[config.mk]
export PLATFORM = sky130hd
export DESIGN_NAME = conway_sequencer
export DESIGN_NICKNAME = d
export VERILOG_FILES = /design/src/rtl/conway_sequencer.sv
export SDC_FILE = /design/constraint.sdc
export NUM_CORES = 1
export LEC_CHECK = 0
export CORE_ASPECT_RATIO = 1.4
export CORE_UTILIZATION = 25
export DETAILED_ROUTE_END_ITERATION = 16
export SLEW_MARGIN = 0
export SYNTH_ARGS = -nofsm -noshare
export SYNTH_HDL_FRONTEND = slang
export SYNTH_SLANG_ARGS = --single-unit
export TNS_END_PERCENT = 1
[constraint.sdc]
create_clock -name clk -period 6.6 [get_ports clk]
set_input_delay 1.32 -clock clk [delete_from_list [all_inputs] [get_ports clk]]
set_output_delay 1.32 -clock clk [all_outputs]
set_load 0.01 [all_outputs]
[src/rtl/conway_sequencer.sv]
// Address sequencer for a toroidal Game-of-Life engine over 9 banked BRAMs.
// Pixel (x,y) lives in bank (y mod 3)*3 + (x mod 3) at block address
// (y div 3)*WIDTH_BLOCKS + (x div 3). Each SWEEP cycle reads the full 3x3
// neighbourhood of one cell (one pixel per bank). One cycle later it writes
// that cell back.
// Ports:
//   clk, reset               clock, asynchronous active-high reset
//   start, run               single-generation request / continuous mode
//   read_enable[8:0]         per-bank read strobe
//   read_addr_0..8           per-bank read block address
//   write_enable[8:0]        one-hot bank write strobe
//   write_addr               block address of the cell being written
//   frame_buffer_select      read/write frame buffer select, toggles per generation
//   busy, done               generation in progress / one-cycle completion pulse
//   generation[15:0]         completed generation count (wraps)
module conway_sequencer #(
  parameter int unsigned ADDR_WIDTH    = 2,
  parameter int unsigned WIDTH_BLOCKS  = 2,
  parameter int unsigned HEIGHT_BLOCKS = 2
) (
  input  logic                  clk,
  input  logic                  reset,
  input  logic                  start,
  input  logic                  run,
  output logic [8:0]            read_enable,
  output logic [ADDR_WIDTH-1:0] read_addr_0,
  output logic [ADDR_WIDTH-1:0] read_addr_1,
  output logic [ADDR_WIDTH-1:0] read_addr_2,
  output logic [ADDR_WIDTH-1:0] read_addr_3,
  output logic [ADDR_WIDTH-1:0] read_addr_4,
  output logic [ADDR_WIDTH-1:0] read_addr_5,
  output logic [ADDR_WIDTH-1:0] read_addr_6,
  output logic [ADDR_WIDTH-1:0] read_addr_7,
  output logic [ADDR_WIDTH-1:0] read_addr_8,
  output logic [8:0]            write_enable,
  output logic [ADDR_WIDTH-1:0] write_addr,
  output logic                  frame_buffer_select,
  output logic                  busy,
  output logic                  done,
  output logic [15:0]           generation
);

  typedef enum logic [1:0] {IDLE, SWEEP, DRAIN, SWAP} state_t;

  localparam logic [ADDR_WIDTH-1:0] X_LAST        = ADDR_WIDTH'(WIDTH_BLOCKS - 1);
  localparam logic [ADDR_WIDTH-1:0] Y_LAST        = ADDR_WIDTH'(HEIGHT_BLOCKS - 1);
  localparam logic [ADDR_WIDTH-1:0] ROW_STEP      = ADDR_WIDTH'(WIDTH_BLOCKS);
  localparam logic [ADDR_WIDTH-1:0] LAST_ROW_BASE = ADDR_WIDTH'((HEIGHT_BLOCKS - 1) * WIDTH_BLOCKS);

  state_t                state, state_n;
  logic [1:0]            x_mod, x_mod_n, y_mod, y_mod_n;
  logic [ADDR_WIDTH-1:0] x_div, x_div_n, y_div, y_div_n;
  // y_base = y_div * WIDTH_BLOCKS, maintained incrementally
  logic [ADDR_WIDTH-1:0] y_base, y_base_n;

  // Neighbourhood coordinates of the next cell; index 0/1/2 = offset -1/0/+1
  logic [1:0]            nx_mod  [3];
  logic [ADDR_WIDTH-1:0] nx_div  [3];
  logic [1:0]            ny_mod  [3];
  logic [ADDR_WIDTH-1:0] ny_base [3];

  logic [ADDR_WIDTH-1:0] rd_addr   [9];
  logic [ADDR_WIDTH-1:0] rd_addr_n [9];
  logic [8:0]            rd_en_n, wr_en_n;
  logic [ADDR_WIDTH-1:0] wr_addr_n;
  logic                  last_col, last_row;

  // Bank index without a multiplier: row offset by lookup
  function automatic logic [3:0] bank_of(input logic [1:0] ym, input logic [1:0] xm);
    logic [3:0] row;
    case (ym)
      2'd0:    row = 4'd0;
      2'd1:    row = 4'd3;
      default: row = 4'd6;
    endcase
    return row + {2'b00, xm};
  endfunction

  // Next state and raster counters
  always_comb begin
    state_n  = state;
    x_mod_n  = x_mod;
    x_div_n  = x_div;
    y_mod_n  = y_mod;
    y_div_n  = y_div;
    y_base_n = y_base;
    last_col = (x_mod == 2'd2) && (x_div == X_LAST);
    last_row = (y_mod == 2'd2) && (y_div == Y_LAST);
    case (state)
      IDLE: if (start || run) state_n = SWEEP;
      SWEEP: begin
        if (x_mod == 2'd2) begin
          x_mod_n = 2'd0;
          x_div_n = (x_div == X_LAST) ? '0 : x_div + ADDR_WIDTH'(1);
        end else begin
          x_mod_n = x_mod + 2'd1;
        end
        if (last_col) begin
          if (y_mod == 2'd2) begin
            y_mod_n = 2'd0;
            if (y_div == Y_LAST) begin
              y_div_n  = '0;
              y_base_n = '0;
            end else begin
              y_div_n  = y_div + ADDR_WIDTH'(1);
              y_base_n = y_base + ROW_STEP;
            end
          end else begin
            y_mod_n = y_mod + 2'd1;
          end
        end
        // Counters wrap to (0,0) on the last cell, ready for the next generation
        if (last_col && last_row) state_n = DRAIN;
      end
      DRAIN:   state_n = SWAP;
      SWAP:    state_n = run ? SWEEP : IDLE;
      default: state_n = IDLE;
    endcase
  end

  // Toroidal neighbours of the next cell
  always_comb begin
    nx_mod[1]  = x_mod_n;
    nx_div[1]  = x_div_n;
    ny_mod[1]  = y_mod_n;
    ny_base[1] = y_base_n;
    if (x_mod_n == 2'd0) begin
      nx_mod[0] = 2'd2;
      nx_div[0] = (x_div_n == '0) ? X_LAST : x_div_n - ADDR_WIDTH'(1);
    end else begin
      nx_mod[0] = x_mod_n - 2'd1;
      nx_div[0] = x_div_n;
    end
    if (x_mod_n == 2'd2) begin
      nx_mod[2] = 2'd0;
      nx_div[2] = (x_div_n == X_LAST) ? '0 : x_div_n + ADDR_WIDTH'(1);
    end else begin
      nx_mod[2] = x_mod_n + 2'd1;
      nx_div[2] = x_div_n;
    end
    if (y_mod_n == 2'd0) begin
      ny_mod[0]  = 2'd2;
      ny_base[0] = (y_div_n == '0) ? LAST_ROW_BASE : y_base_n - ROW_STEP;
    end else begin
      ny_mod[0]  = y_mod_n - 2'd1;
      ny_base[0] = y_base_n;
    end
    if (y_mod_n == 2'd2) begin
      ny_mod[2]  = 2'd0;
      ny_base[2] = (y_div_n == Y_LAST) ? '0 : y_base_n + ROW_STEP;
    end else begin
      ny_mod[2]  = y_mod_n + 2'd1;
      ny_base[2] = y_base_n;
    end
  end

  // Next registered outputs; the 9 neighbours always land in 9 distinct banks
  always_comb begin
    for (int b = 0; b < 9; b++) rd_addr_n[b] = rd_addr[b];
    rd_en_n   = '0;
    wr_en_n   = '0;
    wr_addr_n = write_addr;
    if (state_n == SWEEP) begin
      rd_en_n = 9'h1FF;
      for (int i = 0; i < 3; i++) begin
        for (int j = 0; j < 3; j++) begin
          rd_addr_n[bank_of(ny_mod[i], nx_mod[j])] = ny_base[i] + nx_div[j];
        end
      end
    end
    // Write back the cell read this cycle, one cycle later
    if (state == SWEEP) begin
      wr_en_n   = 9'd1 << bank_of(y_mod, x_mod);
      wr_addr_n = y_base + x_div;
    end
  end

  // State, counters and registered outputs
  always_ff @(posedge clk or posedge reset) begin
    if (reset) begin
      state               <= IDLE;
      x_mod               <= '0;
      x_div               <= '0;
      y_mod               <= '0;
      y_div               <= '0;
      y_base              <= '0;
      for (int b = 0; b < 9; b++) rd_addr[b] <= '0;
      read_enable         <= '0;
      write_enable        <= '0;
      write_addr          <= '0;
      busy                <= 1'b0;
      done                <= 1'b0;
      frame_buffer_select <= 1'b0;
      generation          <= '0;
    end else begin
      state        <= state_n;
      x_mod        <= x_mod_n;
      x_div        <= x_div_n;
      y_mod        <= y_mod_n;
      y_div        <= y_div_n;
      y_base       <= y_base_n;
      for (int b = 0; b < 9; b++) rd_addr[b] <= rd_addr_n[b];
      read_enable  <= rd_en_n;
      write_enable <= wr_en_n;
      write_addr   <= wr_addr_n;
      busy         <= (state_n != IDLE);
      done         <= (state_n == SWAP);
      if (state == SWAP) begin
        frame_buffer_select <= ~frame_buffer_select;
        generation          <= generation + 16'd1;
      end
    end
  end

  assign read_addr_0 = rd_addr[0];
  assign read_addr_1 = rd_addr[1];
  assign read_addr_2 = rd_addr[2];
  assign read_addr_3 = rd_addr[3];
  assign read_addr_4 = rd_addr[4];
  assign read_addr_5 = rd_addr[5];
  assign read_addr_6 = rd_addr[6];
  assign read_addr_7 = rd_addr[7];
  assign read_addr_8 = rd_addr[8];

endmodule

==> impl_metrics.env, run 1 <==
export IMPL_cp_arrival_ps=5530
export IMPL_status="complete, no violations"
export IMPL_cts_sinks=61
export IMPL_whs_ps=468
export IMPL_worst_pin_slew_ps=1090
export IMPL_multi_input_area_sq_mm=0.00471
export IMPL_grt_pass1_vias=6792
export IMPL_cts_root_buf="clkbuf_16"
export IMPL_synth_edf_count=0
export IMPL_crit_start="y_mod[1]"
export IMPL_rsz0062_at_grt="false"
export IMPL_gp_congestion=1.01
export IMPL_yosys_warnings=0
export IMPL_core_sq_mm=0.0256
export IMPL_route_detailed_drc=0
export IMPL_netlist_area_sq_mm=0.00657
export IMPL_ys_flop_type="dfrtp_1"
export IMPL_slew_headroom_pct=26.7
export IMPL_n_antenna_cell=0
export IMPL_syn_nets=884
export IMPL_setup_viol=0
export IMPL_finalCriticalPeriod_ps=5300
export IMPL_fill_cells=2793
export IMPL_hold_class="register to register"
export IMPL_grt_pass1_wl_mm=40.4
export IMPL_postCtsSetupRepairBufs=0
export IMPL_yosysSeqAreaShare_pct=23.2
export IMPL_ios=61
export IMPL_clock_latency_ps=340
export IMPL_num_rows=69
export IMPL_hp_start="generation[15]"
export IMPL_clkSlewWorstSetupHoldPaths_ps=50
export IMPL_drtPass1Iterations=13
export IMPL_wl_per_cell_microns=21.9
export IMPL_cts_made_buffers=9
export IMPL_syn2layout_area_growth_pct=18.5
export IMPL_fin_crit_sh_pct=80.4
export IMPL_critical_path_startpoint_type="register"
export IMPL_setup_tns_final_ps=0
export IMPL_start_util_pct=25.7
export IMPL_ant_nets=0
export IMPL_die_area_sq_mm=0.0269
export IMPL_critical_path_required_ps=6830
export IMPL_via_per_inst=5.72
export IMPL_synth_avg_cell_area_sq_um=7.86
export IMPL_maxCapViolations=0
export IMPL_drtIter0Drc=423
export IMPL_chipWidth_microns=139
export IMPL_ctsResizeCount=0
export IMPL_numPortBuffers=60
export IMPL_cts_hold_buf=0
export IMPL_async_flop_share_pct=100
export IMPL_die_h_microns=194
export IMPL_grt_max_degree=62
export IMPL_ys_ff_latch=61
export IMPL_slew_viol_final=0
export IMPL_grt_ovfl_total=0
export IMPL_critPathCaptureType="register"
export IMPL_grt_antenna_before_repair=0
export IMPL_r2r_start="y_mod[1]"
export IMPL_yosysUniqueCellTypes=90
export IMPL_nNetsFinal=927
export IMPL_drt_total_wl_mm=26.3
export IMPL_register_area_sq_mm=0.00153
export IMPL_htree_levels=3
export IMPL_hold_viol=0
export IMPL_fmax_mhz=189
export IMPL_netlist_instances=836
export IMPL_vias=6876
export IMPL_clockBufferDepth=2
export IMPL_dp_hpwl_mm=20.8
export IMPL_drive_gt1_share_pct=6.23
export IMPL_path_class="register to register"
export IMPL_grt_usage_pct=19.7
export IMPL_finClkSkew_ps=8.14
export IMPL_worstPathMaxFanout=17
export IMPL_cts_tree="yes"
==> state kept, by name, indices dropped and copies added (netlist names), 2 cells and up <==
signal and cells:
x_div 2, state 2, read_addr_0 2, read_addr_1 2, read_addr_8 2, generation 16, x_mod 2, read_addr_3 2
read_addr_7 2, write_enable 9, read_addr_4 2, read_addr_2 2, y_base 2, read_addr_5 2, write_addr 2, read_addr_6 2
y_mod 2, y_div 2
==> worst max-delay path, cell delays in order, from the launching register on <==
cell,delay [ps]
dfrtp_1,570
or4b_4,620
nor2_1,110
a21oi_1,100
inv_1,120
ha_1,350
ha_1,240
inv_1,60
fa_1,710
nor2b_1,290
nor4b_2,610
nor2_1,80
o211a_1,150
a211oi_1,200
and3_1,190
nor3_1,50
or4_1,530
a22o_1,200
==> through the flow <==
step / setup slack, ps / cell area, sq um / util, % / std cells
floorplan: 1820 / 6570 / - / 836
global placement: 1490 / 7430 / 29.1 / 1187
detailed placement: 1400 / 7430 / 29.1 / 1187
CTS: 1370 / 7780 / 30.4 / 1202
global route: 942 / 7780 / 30.4 / 1202
finish: 1300 / 7780 / 30.4 / 1202
==> placed cells by master (no fill, tap or decap), types with 11 or more instances in the layout <==
cell,count
nor2_1,95
nand2_1,83
dfrtp_1,61
clkdlybuf4s50_1,60
a21oi_1,43
o21ai_0,39
nand3_1,35
ha_1,35
inv_1,32
nor3_1,32
xnor2_1,31
nor2b_1,21
nand2b_1,17
xor2_1,14
and3_1,14
a211oi_1,14
or4_1,11
mux2i_1,11
==> layer usage <==
layer  global-route usage, %  up-vias  wire length, microns
met5                       0        -                     0
met4                    14.1        0                  1790
met3                    3.58       93                  1540
met2                    33.7      327                 12800
met1                    21.9     3286                 10200
li1                        -     3170                     -
==> layout make-up <==
type / instances / area share (%)
repair buffers: 69 / 8.59
clock inverters: 4 / 1.22
multi-input cells: 704 / 60.6
well taps: 319 / 5.13
inverters: 34 / 1.64
clock buffers: 11 / 3.25
flip-flops and latches: 61 / 19.6
==> final timing paths <==
path / endpoint / slack [ps] / cells after the start
worst max-delay path: read_addr_8[1] / 1300 / 17
worst min-delay path: generation[15] / 470 / 1
worst max register to register: read_addr_8[1] / 1300 / 17
worst min register to register: generation[15] / 470 / 1
max in group asynchronous: write_enable[8] / 4520 / 3
min in group asynchronous: generation[15] / 1550 / 3
==> cell usage after synthesis, types with 6 or more instances <==
library cell | count | area (sq um)
o21ai_1 | 7 | 35.0
ha_1 | 35 | 438
o31ai_1 | 10 | 75.1
and2_1 | 8 | 50.1
nand3_1 | 35 | 175
or2_2 | 7 | 43.8
and3_1 | 14 | 87.6
o22ai_1 | 7 | 43.8
o211ai_1 | 8 | 60.1
xor2_1 | 14 | 123
nor4_1 | 10 | 62.6
buf_4 | 8 | 60.1
nor2b_1 | 21 | 131
inv_1 | 33 | 124
o21ai_0 | 39 | 195
mux2i_1 | 11 | 110
clkbuf_1 | 18 | 67.6
nand4_1 | 7 | 43.8
buf_2 | 6 | 30.0
o221ai_1 | 7 | 61.3
nor3_1 | 32 | 160
fa_1 | 9 | 180
or4_1 | 11 | 82.6
dfrtp_1 | 61 | 1530
a31oi_1 | 10 | 62.6
xnor2_1 | 31 | 272
nand2b_1 | 17 | 106
nand2_1 | 83 | 312
nor2_1 | 95 | 357
a21oi_1 | 43 | 215
a211oi_1 | 14 | 105
nand3b_1 | 6 | 45.0
or3_1 | 9 | 56.3
==> cell families after synthesis <==
logic type | count (synthesis) | share of synthesized area [%]
buf+inv | 71 | 5.03
fa+ha+maj | 44 | 9.41
xor+xnor | 48 | 6.92
flops | 61 | 23.2
simple gates | 379 | 29.8
compound gates | 219 | 23.3
mux | 14 | 2.36
Power of run 1 is not shown: default switching activity piles up to over one toggle a cycle in this logic, so the estimate is an artifact.
==> inputs of run 2 (changes only) <==
==> constraint.sdc (replaced) <==
create_clock -name clk -period 5 [get_ports clk]
set_input_delay 1 -clock clk [delete_from_list [all_inputs] [get_ports clk]]
set_output_delay 1 -clock clk [all_outputs]
set_load 0.01 [all_outputs]
==> run 2 against run 1 <==
Effect of this change: sequential share of layout area is 0.52 points lower; largest cell class unchanged; fmax is 13% higher; die area unchanged.
==> impl_metrics.env, run 2 (synthesized netlist as in run 1, its figures left out) <==
export IMPL_maxCapViolations=0
export IMPL_grt_ovfl_total=0
export IMPL_grt_max_degree=33
export IMPL_setup_viol=0
export IMPL_r2r_start="state[1]"
export IMPL_status="complete, no violations"
export IMPL_grt_pass1_vias=6992
export IMPL_cp_arrival_ps=4920
export IMPL_postCtsSetupRepairBufs=0
export IMPL_cts_tree="yes"
export IMPL_clockBufferDepth=2
export IMPL_num_rows=69
export IMPL_mostFrequentLayoutCell="nor2_1"
export IMPL_n_antenna_cell=0
export IMPL_drtPass1Iterations=14
export IMPL_cts_sinks=61
export IMPL_drtIter0Drc=736
export IMPL_die_area_sq_mm=0.0269
export IMPL_path_class="register to register"
export IMPL_start_util_pct=25.7
export IMPL_clkSlewWorstSetupHoldPaths_ps=50
export IMPL_setup_tns_final_ps=0
export IMPL_critPathCaptureType="register"
export IMPL_htree_levels=3
export IMPL_ant_nets=0
export IMPL_worstPathMaxFanout=13
export IMPL_placed_area_sq_mm=0.00765
export IMPL_fin_area_sq_mm=0.00799
export IMPL_grt_pass1_wl_mm=40.1
export IMPL_fill_cells=2761
export IMPL_via_per_inst=5.72
export IMPL_die_h_microns=194
export IMPL_chipWidth_microns=139
export IMPL_largest_register="generation"
export IMPL_fmax_mhz=212
export IMPL_finClkSkew_ps=16.6
export IMPL_largest_register_ff_count=16
export IMPL_finalCriticalPeriod_ps=4710
export IMPL_route_detailed_drc=0
export IMPL_grt_usage_pct=19.5
export IMPL_finalNonFillerCells=1232
export IMPL_hold_class="register to register"
export IMPL_slew_viol_final=0
export IMPL_fin_crit_sh_pct=94.1
export IMPL_drt_total_wl_mm=26.3
export IMPL_final_cell_mix="nor2_1 (95), nand2_1 (83), dfrtp_1 (61)"
export IMPL_cts_made_buffers=9
export IMPL_pre_cts_slack_ps=248
export IMPL_reg_top3="generation x16, write_enable x9"
export IMPL_clock_latency_ps=350
export IMPL_syn2layout_area_growth_pct=21.7
export IMPL_setup_ws_ps=294
export IMPL_critical_path_required_ps=5220
export IMPL_hp_start="generation[15]"
export IMPL_hold_viol=0
export IMPL_wl_per_cell_microns=21.3
export IMPL_drive_gt1_share_pct=9.31
export IMPL_grt_antenna_before_repair=0
export IMPL_nNetsFinal=956
export IMPL_critical_path_startpoint_type="register"
export IMPL_vias=7051
export IMPL_rsz0062_at_grt="false"
export IMPL_placed_cells=1216
export IMPL_crit_start="state[1]"
export IMPL_cts_root_buf="clkbuf_16"
export IMPL_slew_headroom_pct=29.2
export IMPL_ios=61
export IMPL_worst_pin_slew_ps=1050
export IMPL_core_sq_mm=0.0256
export IMPL_dp_hpwl_mm=20.7
export IMPL_numPortBuffers=60
export IMPL_gp_congestion=1.01
## run 2: what timing repair did
| action | 4_1_cts | 5_1_grt |
|---|---|---|
| hold endpoints to repair | 0 | 0 |
| hold buffers | 0 | 0 |
| setup endpoints to repair | 0 | 3 |
| resized for setup | 0 | 3 |
## run 2: through the flow
| stage | hold slack [ps] | utilization, % |
|---|---|---|
| after floorplan | 508 | - |
| after global placement | 460 | 29.9 |
| after detailed placement | 464 | 29.9 |
| after CTS | 473 | 31.2 |
| after global routing | 500 | 31.3 |
| final | 467 | 31.3 |
## run 2: worst max-delay path, stage by stage (launching register included)
cell and delay (ps):
dfrtp_1 510, and4bb_4 510, nand2_4 90, a21oi_1 300
ha_2 380, ha_1 220, inv_1 60, fa_1 520
nor2b_1 290, nor4b_4 330, nor2_1 70, o211a_1 130
a211oi_1 200, and3_1 190, nor3_1 50, or4_1 540
a22o_1 220
## run 2: path summary, 6_finish.rpt
check	to	slack (ps)	cells after the start
max	read_addr_8[1]	290	16
min	generation[15]	470	1
max reg2reg	read_addr_8[1]	290	16
min reg2reg	generation[15]	470	1
max in group asynchronous	generation[5]	2980	3
min in group asynchronous	read_addr_4[0]	1120	2
## run 2: routing by layer
layer / routed length, microns / global-route usage (%)
met1: 10300 / 21.7
met2: 12300 / 33.4
met3: 1660 / 3.70
met4: 1940 / 13.7
met5: 0 / 0
## run 2: layout make-up
class                      instances  area (sq um)  area share (%)
timing repair buffer              98           886            11.1
sequential                        61          1530            19.1
inverter                          34           128            1.60
clock inverter                     3          67.6           0.845
multi-input combinational        704          4720            59.1
tap                              319           399            4.99
clock buffer                      13           260            3.26
Power of run 2 is left out for the same reason.
==> inputs of run 3 (changes only) <==
--- a/config.mk
+++ b/config.mk
@@ -5,9 +5,12 @@
 export SDC_FILE = /design/constraint.sdc
 export NUM_CORES = 1
 export LEC_CHECK = 0
+export CELL_PAD_IN_SITES_DETAIL_PLACEMENT = 1
+export CELL_PAD_IN_SITES_GLOBAL_PLACEMENT = 1
 export CORE_ASPECT_RATIO = 1.4
 export CORE_UTILIZATION = 25
 export DETAILED_ROUTE_END_ITERATION = 16
+export PLACE_DENSITY_LB_ADDON = 0.15
 export SLEW_MARGIN = 0
 export SYNTH_ARGS = -nofsm -noshare
 export SYNTH_HDL_FRONTEND = slang
==> run 3 against run 2 <==
Effect of this change: cell count grew 1.5%; hold slack gained 3.5 ps; global-route usage grew 3.3 points; critical path depth grew 1; sequential share of layout area shrank 0.28 points; count of clock-buffer cells in the layout shrank 4; non-clock buffer count grew 18; flip-flop and latch count is the same; first-iteration DRC count shrank 53%; largest cell class unchanged; fmax grew 0.51%.
==> impl_metrics.env, run 3 (synthesized netlist as in run 1, its figures left out) <==
export IMPL_drt_total_wl_mm=30.0
export IMPL_setup_tns_final_ps=0
export IMPL_status="complete, no violations"
export IMPL_finalCriticalPeriod_ps=4680
export IMPL_crit_path_top_delay_cell="dfrtp_1"
export IMPL_fill_cells=3090
export IMPL_grt_pass1_wl_mm=45.6
export IMPL_cts_root_buf="clkbuf_16"
export IMPL_largest_register="generation"
export IMPL_clkSlewWorstSetupHoldPaths_ps=60
export IMPL_syn2layout_area_growth_pct=23.6
export IMPL_vias=6959
export IMPL_nNetsFinal=974
export IMPL_cts_hold_buf=0
export IMPL_reg_top3="generation x16, write_enable x9"
export IMPL_dp_hpwl_mm=24.6
export IMPL_grt_pass1_vias=7368
export IMPL_path_buf_inv=1
export IMPL_hold_viol=0
export IMPL_finClkSkew_ps=17.1
export IMPL_final_cell_mix="nor2_1 (94), nand2_1 (83), dfrtp_1 (60), clkdlybuf4s50_1 (60), buf_4 (56)"
export IMPL_die_area_sq_mm=0.0269
export IMPL_die_h_microns=194
export IMPL_drtIter0Drc=345
export IMPL_cts_sinks=61
export IMPL_slew_viol_final=0
export IMPL_gp_congestion=0.956
export IMPL_drive_gt1_share_pct=11.3
export IMPL_cts_made_buffers=9
export IMPL_critPathMaxStageDelay_ps=550
export IMPL_critical_path_required_ps=5290
export IMPL_numPortBuffers=60
export IMPL_htree_levels=3
export IMPL_ant_nets=0
export IMPL_drtPass1Iterations=7
export IMPL_grt_max_degree=40
export IMPL_fmax_mhz=214
export IMPL_cts_tree="yes"
export IMPL_path_common_cell="nor2_1"
export IMPL_worstPathMaxFanout=9
export IMPL_critical_path_startpoint_type="register"
export IMPL_hold_class="register to register"
export IMPL_rsz0062_at_grt="false"
export IMPL_wl_per_cell_microns=24.0
export IMPL_start_util_pct=25.7
export IMPL_critPathCaptureType="register"
export IMPL_fin_crit_sh_pct=93.6
export IMPL_slew_headroom_pct=25.7
export IMPL_route_detailed_drc=0
export IMPL_core_sq_mm=0.0256
export IMPL_grt_ovfl_total=0
export IMPL_clockBufferDepth=2
export IMPL_largest_register_ff_count=16
export IMPL_maxCapViolations=0
export IMPL_num_rows=69
export IMPL_clock_latency_ps=360
export IMPL_chipWidth_microns=139
export IMPL_setup_viol=0
export IMPL_crit_path_cell_trace="and2b_2 -> nand2_4 -> nor2_1 -> a21oi_1 -> inv_1 -> ha_1 -> ha_1 -> fa_1 -> nor2b_1 -> o2111a_1 -> nor2_1 -> nor2_1 -> or3_1 -> nor3_1 -> nor4_1 -> nor4b_1 -> o21a_1"
export IMPL_via_per_inst=5.56
export IMPL_worst_pin_slew_ps=1100
export IMPL_cp_arrival_ps=4970
export IMPL_ios=61
export IMPL_grt_antenna_before_repair=0
export IMPL_crit_family="simple AND/OR/NAND/NOR gates"
export IMPL_grt_usage_pct=22.8
export IMPL_path_class="register to register"
export IMPL_mostFrequentLayoutCell="nor2_1"
==> run 3: final cells by class <==
type	instances	area [sq um]	area share [%]
diodes	1	2.50	0.0308
clock buffers	9	225	2.77
clock inverters	7	97.6	1.20
inverters	34	128	1.57
multi-input cells	704	4720	58.1
flip-flops and latches	61	1530	18.8
well taps	319	399	4.92
repair buffers	116	1020	12.6
==> run 3: final timing paths <==
path / from / end / slack (ps) / depth (start not counted)
hold reg to reg: generation[15] / generation[15] / 470 / 1
max in group asynchronous: reset / read_addr_7[1] / 3010 / 3
setup / recovery: x_div[1] / read_addr_1[1] / 320 / 17
setup reg to reg: x_div[1] / read_addr_1[1] / 320 / 17
min in group asynchronous: reset / generation[11] / 1130 / 2
hold / removal: generation[15] / generation[15] / 470 / 1
==> run 3: routing by layer <==
metal  part of all wire, %  global-route usage, %  wire length, microns  vias to the layer above
li1                      -                      -                     -                     3268
met3                   2.4                   2.52                   712                       56
met4                   4.9                   11.9                  1480                        0
met2                    52                   42.5                 15700                      145
met1                    41                   25.1                 12200                     3490
met5                     0                      0                     0                        -
==> run 3: what timing repair did <==
item | CTS | global route
gates resized for setup | 0 | 4
endpoints found under the setup margin | 0 | 4
setup buffers | 0 | 1
==> run 3: metrics by stage <==
step | worst slack (ps) | hold WS [ps] | util, % | cells | cell area, sq um
after floorplan | 222 | 508 | - | 836 | 6570
after global placement | 208 | 461 | 30.4 | 1233 | 7780
after detailed placement | 308 | 470 | 30.4 | 1233 | 7780
after CTS | 264 | 479 | 31.7 | 1249 | 8100
after global routing | 0.426 | 497 | 31.8 | 1250 | 8110
final | 318 | 471 | 31.8 | 1251 | 8120
Power of run 3 is left out for the same reason.
